<file path="src/rtl/pic_exec_sequencer.sv">
// Four-phase (Q1-Q4) instruction sequencer for a PIC10F200-style datapath.
// Takes 12-bit instructions over valid/ready and reads the addressed file register.
// It drives the external combinational ALU and writes the result back to W or to f.
// The W register lives here.
module pic_exec_sequencer #(
   parameter int unsigned          FADDR_W = 5,
   parameter int unsigned          DATA_W  = 8,
   parameter logic [DATA_W-1:0]    W_RESET = '0
) (
   input  logic                clk,
   input  logic                rst,
   input  logic [11:0]         instr,
   input  logic                instr_valid,
   output logic                instr_ready,
   output logic [FADDR_W-1:0]  f_addr,
   input  logic [DATA_W-1:0]   f_rdata,
   output logic                f_we,
   output logic [DATA_W-1:0]   f_wdata,
   output logic [11:0]         alu_opcode,
   output logic [DATA_W-1:0]   alu_f,
   output logic [DATA_W-1:0]   alu_w,
   input  logic [DATA_W-1:0]   alu_r,
   output logic [DATA_W-1:0]   w_out,
   output logic                busy,
   output logic                illegal
);

   typedef enum logic [2:0] {
      StIdle,
      StDecode,
      StRead,
      StExec,
      StWrite
   } state_e;

   state_e              state_q, state_d;
   logic [11:0]         instr_lat;
   logic [DATA_W-1:0]   f_lat;
   logic [DATA_W-1:0]   r_lat;
   logic [DATA_W-1:0]   w_reg;

   logic is_nop, is_clrw, is_movlw, is_byte, is_illegal, d_bit, accept;
   logic [DATA_W-1:0] lit_k;

   // Instruction class decode from the latched word; stable from DECODE through WRITE.
   always_comb begin
      is_nop     = (instr_lat == 12'h000);
      is_clrw    = (instr_lat == 12'h040);
      is_movlw   = (instr_lat[11:8] == 4'b1100);
      is_byte    = (instr_lat[11:10] == 2'b00) && !is_nop && !is_clrw;
      is_illegal = !(is_nop || is_clrw || is_movlw || is_byte);
      d_bit      = instr_lat[5];
      lit_k      = DATA_W'(instr_lat[7:0]);
   end

   // Handshake and write strobe, forced low while reset is asserted.
   always_comb begin
      instr_ready = !rst && ((state_q == StIdle) || (state_q == StWrite));
      accept      = instr_valid && instr_ready;
      f_we        = !rst && (state_q == StWrite) && is_byte && d_bit;
      busy        = (state_q != StIdle);
      f_addr      = instr_lat[FADDR_W-1:0];
      f_wdata     = r_lat;
      alu_opcode  = instr_lat;
      alu_f       = f_lat;
      alu_w       = w_reg;
      w_out       = w_reg;
   end

   // Next-state logic: fixed Q1..Q4 walk, WRITE may chain straight into a new DECODE.
   always_comb begin
      state_d = state_q;
      unique case (state_q)
         StIdle:   if (accept) state_d = StDecode;
         StDecode: state_d = StRead;
         StRead:   state_d = StExec;
         StExec:   state_d = StWrite;
         StWrite:  state_d = accept ? StDecode : StIdle;
         default:  state_d = StIdle;
      endcase
   end

   // State register.
   always_ff @(posedge clk or posedge rst) begin
      if (rst) begin
         state_q <= StIdle;
      end else begin
         state_q <= state_d;
      end
   end

   // Datapath latches and W; a W write in WRITE and a new accept share the same edge.
   always_ff @(posedge clk or posedge rst) begin
      if (rst) begin
         instr_lat <= 12'h000;
         f_lat     <= '0;
         r_lat     <= '0;
         w_reg     <= W_RESET;
         illegal   <= 1'b0;
      end else begin
         if (accept) begin
            instr_lat <= instr;
         end
         if ((state_q == StDecode) && is_illegal) begin
            illegal <= 1'b1;
         end
         if ((state_q == StRead) && is_byte) begin
            f_lat <= f_rdata;
         end
         if ((state_q == StExec) && is_byte) begin
            r_lat <= alu_r;
         end
         if (state_q == StWrite) begin
            if (is_byte && !d_bit) begin
               w_reg <= r_lat;
            end else if (is_movlw) begin
               w_reg <= lit_k;
            end else if (is_clrw) begin
               w_reg <= '0;
            end
         end
      end
   end

endmodule

</file>
<file path="config.mk">
export PLATFORM = sky130hd
export DESIGN_NAME = pic_exec_sequencer
export DESIGN_NICKNAME = d
export VERILOG_FILES = /design/src/rtl/pic_exec_sequencer.sv
export SDC_FILE = /design/constraint.sdc
export NUM_CORES = 1
export LEC_CHECK = 0
export BUFFER_PORTS_ARGS = -buffer_cell sky130_fd_sc_hd__buf_4
export CORE_ASPECT_RATIO = 1.25
export CORE_MARGIN = 3
export CORE_UTILIZATION = 25
export DETAILED_ROUTE_END_ITERATION = 6
export GPL_ROUTABILITY_DRIVEN = 0
export PLACE_DENSITY = 0.51
export SLEW_MARGIN = 30
export SYNTH_ARGS = -nofsm -noshare
export SYNTH_HDL_FRONTEND = slang
export SYNTH_SLANG_ARGS = --single-unit
export TNS_END_PERCENT = 50
</file>
<file path="constraint.sdc">
create_clock -name clk -period 2.8 [get_ports clk]
set_input_delay 0.28 -clock clk [delete_from_list [all_inputs] [get_ports clk]]
set_output_delay 0.28 -clock clk [all_outputs]
set_load 0.03 [all_outputs]
</file>
==> results.md, run 1 <==
- Seq/Total Area, Yosys: 54.9%
- Vias in the first global route: 1,388
- Worst Setup Path Type: reg -> reg
- Multiplexer share of the synthesized area: 17.2%
- CTS tree: yes
- Initial Utilization: 26.0%
- Worst min-delay path category: in -> async
- Die H: 101 um
- Initial antenna violation count: 0
- Crit path capture type: flip-flop
- Hold_ws: 0.0860 ns
- Dominant synthesized flop cell: dfrtp_1
- Static Leak: 1.20 nW
- CTS Buf Count: 5
- IO buf count: 83
- Placed cell area: 2440 um^2
- Core area: 7020 um^2
- Synth Area in Simple Gates: 9.75%
- Synth Area in Adders: 0%
- Resized cells post-CTS: 0
- Syn Inst Count: 141
- Mapped Area: 1820 um^2
- Final min period: 2.03 ns
- Synth-to-layout area growth: 40.2%
- Max Root-Sink Buffers: 2
- Fin nets: 245
- CP max FO: 8
- First-pass GRT wire length: 7220 um
- N_diodes: 0
- Die area: 8360 um^2
- Routed WL: 4710 um
- Clock Sinks: 40
- H-tree depth: 2
- Fraction of the mapped netlist area in compound gates: 9.68%
- Total global routing overflow: 0
- Final setup fails: 0
- Post-synth top area cell: dfrtp_1
- Post CTS Setup Buffer Count: 0
- Outcome: complete, no violations
- Ratio of cells with drive above 1 in the final layout: 59.5%
- WL/cell: 15.5 um
- Reg clk slew, reported paths: 0.09 ns
- Worst EP required: 2.98 ns
- Synth Area in XOR/XNOR: 0.480%
- GRT Total Usage: 11.5%
- Pwr Density: 1410 nW/um^2
- Setup repair after global routing missed its margin: false
- Slew margin rel.: 52.1%
- Netlist cell types: 36
- Drt initial violations: 72
- Asr flop ratio synth: 100%
- Final period util: 72.4%
- Most frequent cell after synthesis: dfrtp_1
- Yosys warns: 0
- Slew Viols, Final: 0
- Top-area cell type share of the netlist area: 54.9%
- F_max: 493 MHz
- DRT Pass-1 Iters: 4
- DRC: 0
- CP Launch Type: flip-flop
- IR drop worst, VDD: 0.000493 V
- Main combinational cell family by area after synthesis: multiplexers
- Skew final: 0.00737 ns
- Tightest Pin Transition: 0.718 ns
- Final hold violation count: 0
- #FFs+latches synth: 40
- Synth cell count leaders: 40 x dfrtp_1, 27 x mux2_2, 14 x buf_4, 7 x inv_1
- Synth area leaders: dfrtp_1 55%, mux2_2 17%, buf_4 5.8%
- Hold_buf cts: 0
- Detail Placement HPWL: 3620 um
- DIE WIDTH: 82.4 um
- Worst Path Arrival: 2.21 ns
- Largest net degree at the start of global routing: 41
- Post-synth EDFFs: 0
- I/O Pins: 84
- Post-DRT Antenna Nets: 0
- Fin area: 2560 um^2
- Final setup TNS: 0 ns
- Vias: 1,370
- Worst-Skew Late Latency: 0.30 ns
- Root Buffer: clkbuf_8
- Synthesized area per cell: 12.9 um^2
- Vias per inst: 4.49
- Max Cap Viol: 0
- Rows: 34
- Mapped Nets: 172
==> per-layer routing <==
layer  vias up  part of all wire (%)  global-route usage [%]  wire length, um
li1        647                     -                       -                -
met3         6                   8.5                    3.29              401
met5         -                     0                       0                0
met4         0                   1.6                    4.60               76
met2        54                    48                    18.1             2270
met1       663                    42                    14.8             1970
==> worst paths after layout <==
kind                       slack, ns                       from                         to  cells after the start
max                             0.77  alu_opcode[0]$_DFFE_PP0P_     f_wdata[7]$_DFFE_PP0P_                      4
min                             0.09                        rst       alu_w[7]$_DFFE_PP0P_                      2
min in group clk                0.21                   alu_r[1]     f_wdata[1]$_DFFE_PP0P_                      2
max in group asynchronous       2.28                        rst  alu_opcode[3]$_DFFE_PP0P_                      2
max reg2reg                     0.77  alu_opcode[0]$_DFFE_PP0P_     f_wdata[7]$_DFFE_PP0P_                      4
min reg2reg                     0.48        illegal$_DFFE_PP0P_        illegal$_DFFE_PP0P_                      1
==> cell families after synthesis <==
logic type,after synthesis
AND/OR/NAND/NOR,27
AO/OA/AOI/OAI,21
multiplexers,28
buffers and inverters,24
flip-flops,40
XOR/XNOR,1
==> through the flow <==
stage                     util (%)  power [mW]  std cells  setup WS [ns]
after CTS                     36.4        3.66        305          0.720
after floorplan                  -        2.49        141          0.583
after detailed placement      34.8        3.16        297          0.735
after global placement        34.8        3.14        297          0.779
final                         36.4        3.61        305          0.773
after global routing          36.4        3.83        305          0.621
==> flip-flops by register name (all words and copies together) (netlist names) <==
register	count
f_wdata	8
state_q	3
alu_opcode	12
illegal	1
alu_w	8
alu_f	8
==> power by group <==
group          internal, mW  switching, mW
Combinational         0.796           1.15
Sequential            0.865          0.318
Clock                 0.269          0.221
Total                  1.93           1.68
==> layout by cell type, fill, tap and decap left out, drive strengths merged, types with 2 or more instances in the layout <==
master	n
nor3	2
inv	7
nor4	3
o211ai	2
o221ai	3
and3	5
mux2	27
dfrtp	40
buf	83
nand2	3
nor2	3
clkbuf	5
a221o	4
a21oi	4
or4	3
o21ai	4
o21bai	2
==> layout make-up <==
| cell class | count | area [um^2] |
|---|---|---|
| tap | 90 | 113 |
| timing repair buffer | 83 | 623 |
| clock inverter | 3 | 46.3 |
| multi-input combinational | 77 | 677 |
| inverter | 7 | 27.5 |
| fill | 737 | 4460 |
| sequential | 40 | 1000 |
| clock buffer | 5 | 68.8 |
==> critical path, stage by stage (launching register included) <==
cell and delay, ns:
dfrtp_1 0.46, nor4_1 0.42, nand2_1 0.18, o211ai_2 0.46, mux2_2 0.39
Power figures use the tool's default switching activity.
==> inputs of run 2 (changes only) <==
PLACE_DENSITY = 0.53   (was 0.51)
clock period = 1.6 ns   (was 2.8 ns; I/O delays follow)
==> run 2 against run 1 <==
Against the previous run:
- the flow now finishes with violations (setup timing)
- setup slack got worse by 0.93 ns
- clock skew down 0.00084 ns
- first-iteration DRC count shrank 33%
- worst hold slack worse by 0.0076 ns
- sequential share of layout area down 5.3 points
- global-route usage up 0.24 points
- core utilization up 6.2 points
- via count grew 9.3%
- clock-buffer cell count rose by 1
- largest cell class unchanged
==> results.md, run 2 (same netlist as run 1, synthesis figures left out) <==
- Outcome: complete, but fails checks
- Violated checks: setup timing
- Root Buffer: clkbuf_8
- Post-DRT Antenna Nets: 0 (unchanged)
- DIE WIDTH: 82.4 um (unchanged)
- H-tree depth: 2 (unchanged)
- Slew margin rel.: 69.5% (+17 points)
- Final hold violation count: 0 (unchanged)
- Crit path capture type: flip-flop
- Static Leak: 1.46 nW (+22%)
- Final setup fails: 24 (+24)
- Die area: 8360 um^2 (unchanged)
- Core area: 7020 um^2 (unchanged)
- Synth-to-layout area growth: 64.0%
- Setup repair after global routing missed its margin: true
- First-pass GRT wire length: 7580 um (+5.0%)
- CTS tree: yes
- Slowest stage cell, crit path: or4_4
- Vias: 1,498 (+9.3%)
- F_max: 570 MHz (+16%)
- Cell type group with the largest total delay on the critical path: compound AO/OA/AOI/OAI gates
- Detail Placement HPWL: 3700 um (+2.3%)
- Vias in the first global route: 1,585 (+14%)
- IO buf count: 83 (unchanged)
- Layout Cells excl Fill: 335 (+9.8%)
- Final period util: 110% (+37 points)
- Buffers & Inverters on Critical Path: 0 (unchanged)
- Commonest non-fill, non-tap cell in the layout: buf_4
- Largest net degree at the start of global routing: 22 (-46%)
- Most frequent cells in the layout: 104 x buf_4, 31 x dfrtp_1, 20 x mux2_4
- CP Launch Type: flip-flop
- Slew Viols, Final: 0 (unchanged)
- Routed WL: 4780 um (+1.4%)
- Skew final: 0.00653 ns (-0.000842 ns)
- CTS Buf Count: 5 (unchanged)
- Vias per inst: 4.47 (-0.45%)
- Worst slack, placed: -0.235 ns (-0.970 ns)
- Worst min-delay path category: in -> reg
- CP max stage delay: 0.54 ns (+0.08 ns)
- Drt initial violations: 48 (-33%)
- Tightest Pin Transition: 0.457 ns (-0.260 ns)
- Fin area: 2990 um^2 (+17%)
- Worst Path Arrival: 1.92 ns (-0.29 ns)
- WL/cell: 14.3 um (-7.7%)
- DRC: 0 (unchanged)
- Max Cap Viol: 0 (unchanged)
- Fillers: 692 (-6.1%)
- Clock Sinks: 40 (unchanged)
- Worst EP required: 1.77 ns (-1.21 ns)
- GRT Total Usage: 11.8% (+0.24 points)
- IR drop worst, VDD: 0.000863 V (+75%)
- Fin nets: 275 (+12%)
- I/O Pins: 84 (unchanged)
- Final min period: 1.75 ns (-0.273 ns)
- N_diodes: 0 (unchanged)
- Rows: 34 (unchanged)
- Crit-path cells: or4_4, o31a_1, o21ai_4, a22oi_1
- Worst-Skew Late Latency: 0.29 ns (about the same)
- Inst Count DP: 323 (+8.8%)
- Final WS setup: -0.153 ns (-0.927 ns)
- Ratio of cells with drive above 1 in the final layout: 71.4% (+12 points)
- Max Root-Sink Buffers: 2 (unchanged)
- DRT Pass-1 Iters: 4 (unchanged)
- Die H: 101 um (unchanged)
- Initial antenna violation count: 0 (unchanged)
- Number of flip-flops in the largest register: 12 (unchanged)
- Total global routing overflow: 0 (unchanged)
- Worst Setup Path Type: reg -> reg
- Placed cell area: 2770 um^2 (+14%)
- Pwr Density: 2360 nW/um^2 (+67%)
- Reg clk slew, reported paths: 0.08 ns (about the same)
- CP max FO: 8 (unchanged)
- Initial Utilization: 26.0% (unchanged)
==> run 2: cell count changes in the layout (fill, tap and decap cells not counted), sizes merged <==
cell	delta
buf	+29
bufinv	-1
clkbuf	+1
clkinv	+1
clkinvlp	-1
dlygate4sd3	+1
==> run 2: per-layer routing <==
layer / global-route usage, % / wire, um / share of wire, % / vias up
met1: 14.6 / 1960 / 41 / 728
li1: - / - / - / 709
met3: 3.56 / 395 / 8.3 / 6
met2: 19.3 / 2370 / 50 / 55
met4: 3.84 / 61 / 1.3 / 0
met5: 0 / 0 / 0 / -
==> run 2: final timing paths <==
| kind | cells past startpoint | from | slack, ns | to |
|---|---|---|---|---|
| max in group asynchronous | 4 | rst | 0.64 | alu_opcode[7]$_DFFE_PP0P_ |
| hold / removal | 3 | instr[6] | 0.08 | alu_opcode[6]$_DFFE_PP0P_ |
| hold reg to reg | 1 | illegal$_DFFE_PP0P_ | 0.49 | illegal$_DFFE_PP0P_ |
| setup reg to reg | 4 | alu_opcode[2]$_DFFE_PP0P_ | -0.15 | alu_w[6]$_DFFE_PP0P_ |
| min in group asynchronous | 3 | rst | 0.47 | alu_opcode[5]$_DFFE_PP0P_ |
| setup / recovery | 4 | alu_opcode[2]$_DFFE_PP0P_ | -0.15 | alu_w[6]$_DFFE_PP0P_ |
==> run 2: report_power, final <==
part / internal [mW] / total, mW / switching, mW
combinational: 2.06 / 4.36 / 2.30
sequential: 1.54 / 2.02 / 0.485
clock: 0.344 / 0.683 / 0.339
==> run 2: per-stage QoR <==
stage	setup TNS (ns)	utilization, %	hold WS (ns)	total power, mW
floorplan	-4.09	-	0.277	4.55
global placement	-3.86	39.5	0.228	6.11
detailed placement	-4.40	39.5	0.232	6.14
CTS	-2.68	42.2	0.0679	7.08
global route	-3.98	42.6	0.0668	7.51
finish	-2.27	42.6	0.0784	7.06
==> run 2: worst reg2reg max path, cell delays in order, from the launching register on <==
cell and delay, ns:
dfrtp_2 0.44, or4_4 0.54, o31a_1 0.29, o21ai_4 0.24, a22oi_1 0.13
==> run 2: cell type report <==
cell class	count	area [um^2]	area share, %
Clock inverter	2	10.0	0.335
Sequential cell	40	1010	33.8
Tap cell	90	113	3.77
Multi-Input combinational cell	77	831	27.8
Inverter	7	26.3	0.879
Clock buffer	6	82.6	2.76
Timing Repair Buffer	113	916	30.6
==> run 2: what timing repair did <==
| action | in CTS | in global routing |
|---|---|---|
| pin swaps | 8 | 8 |
| hold buffers | 1 | 0 |
| setup endpoints to repair | 26 | 31 |
| resized for setup | 17 | 7 |
| setup buffers | 3 | 0 |
| endpoints found under the hold margin | 20 | 0 |
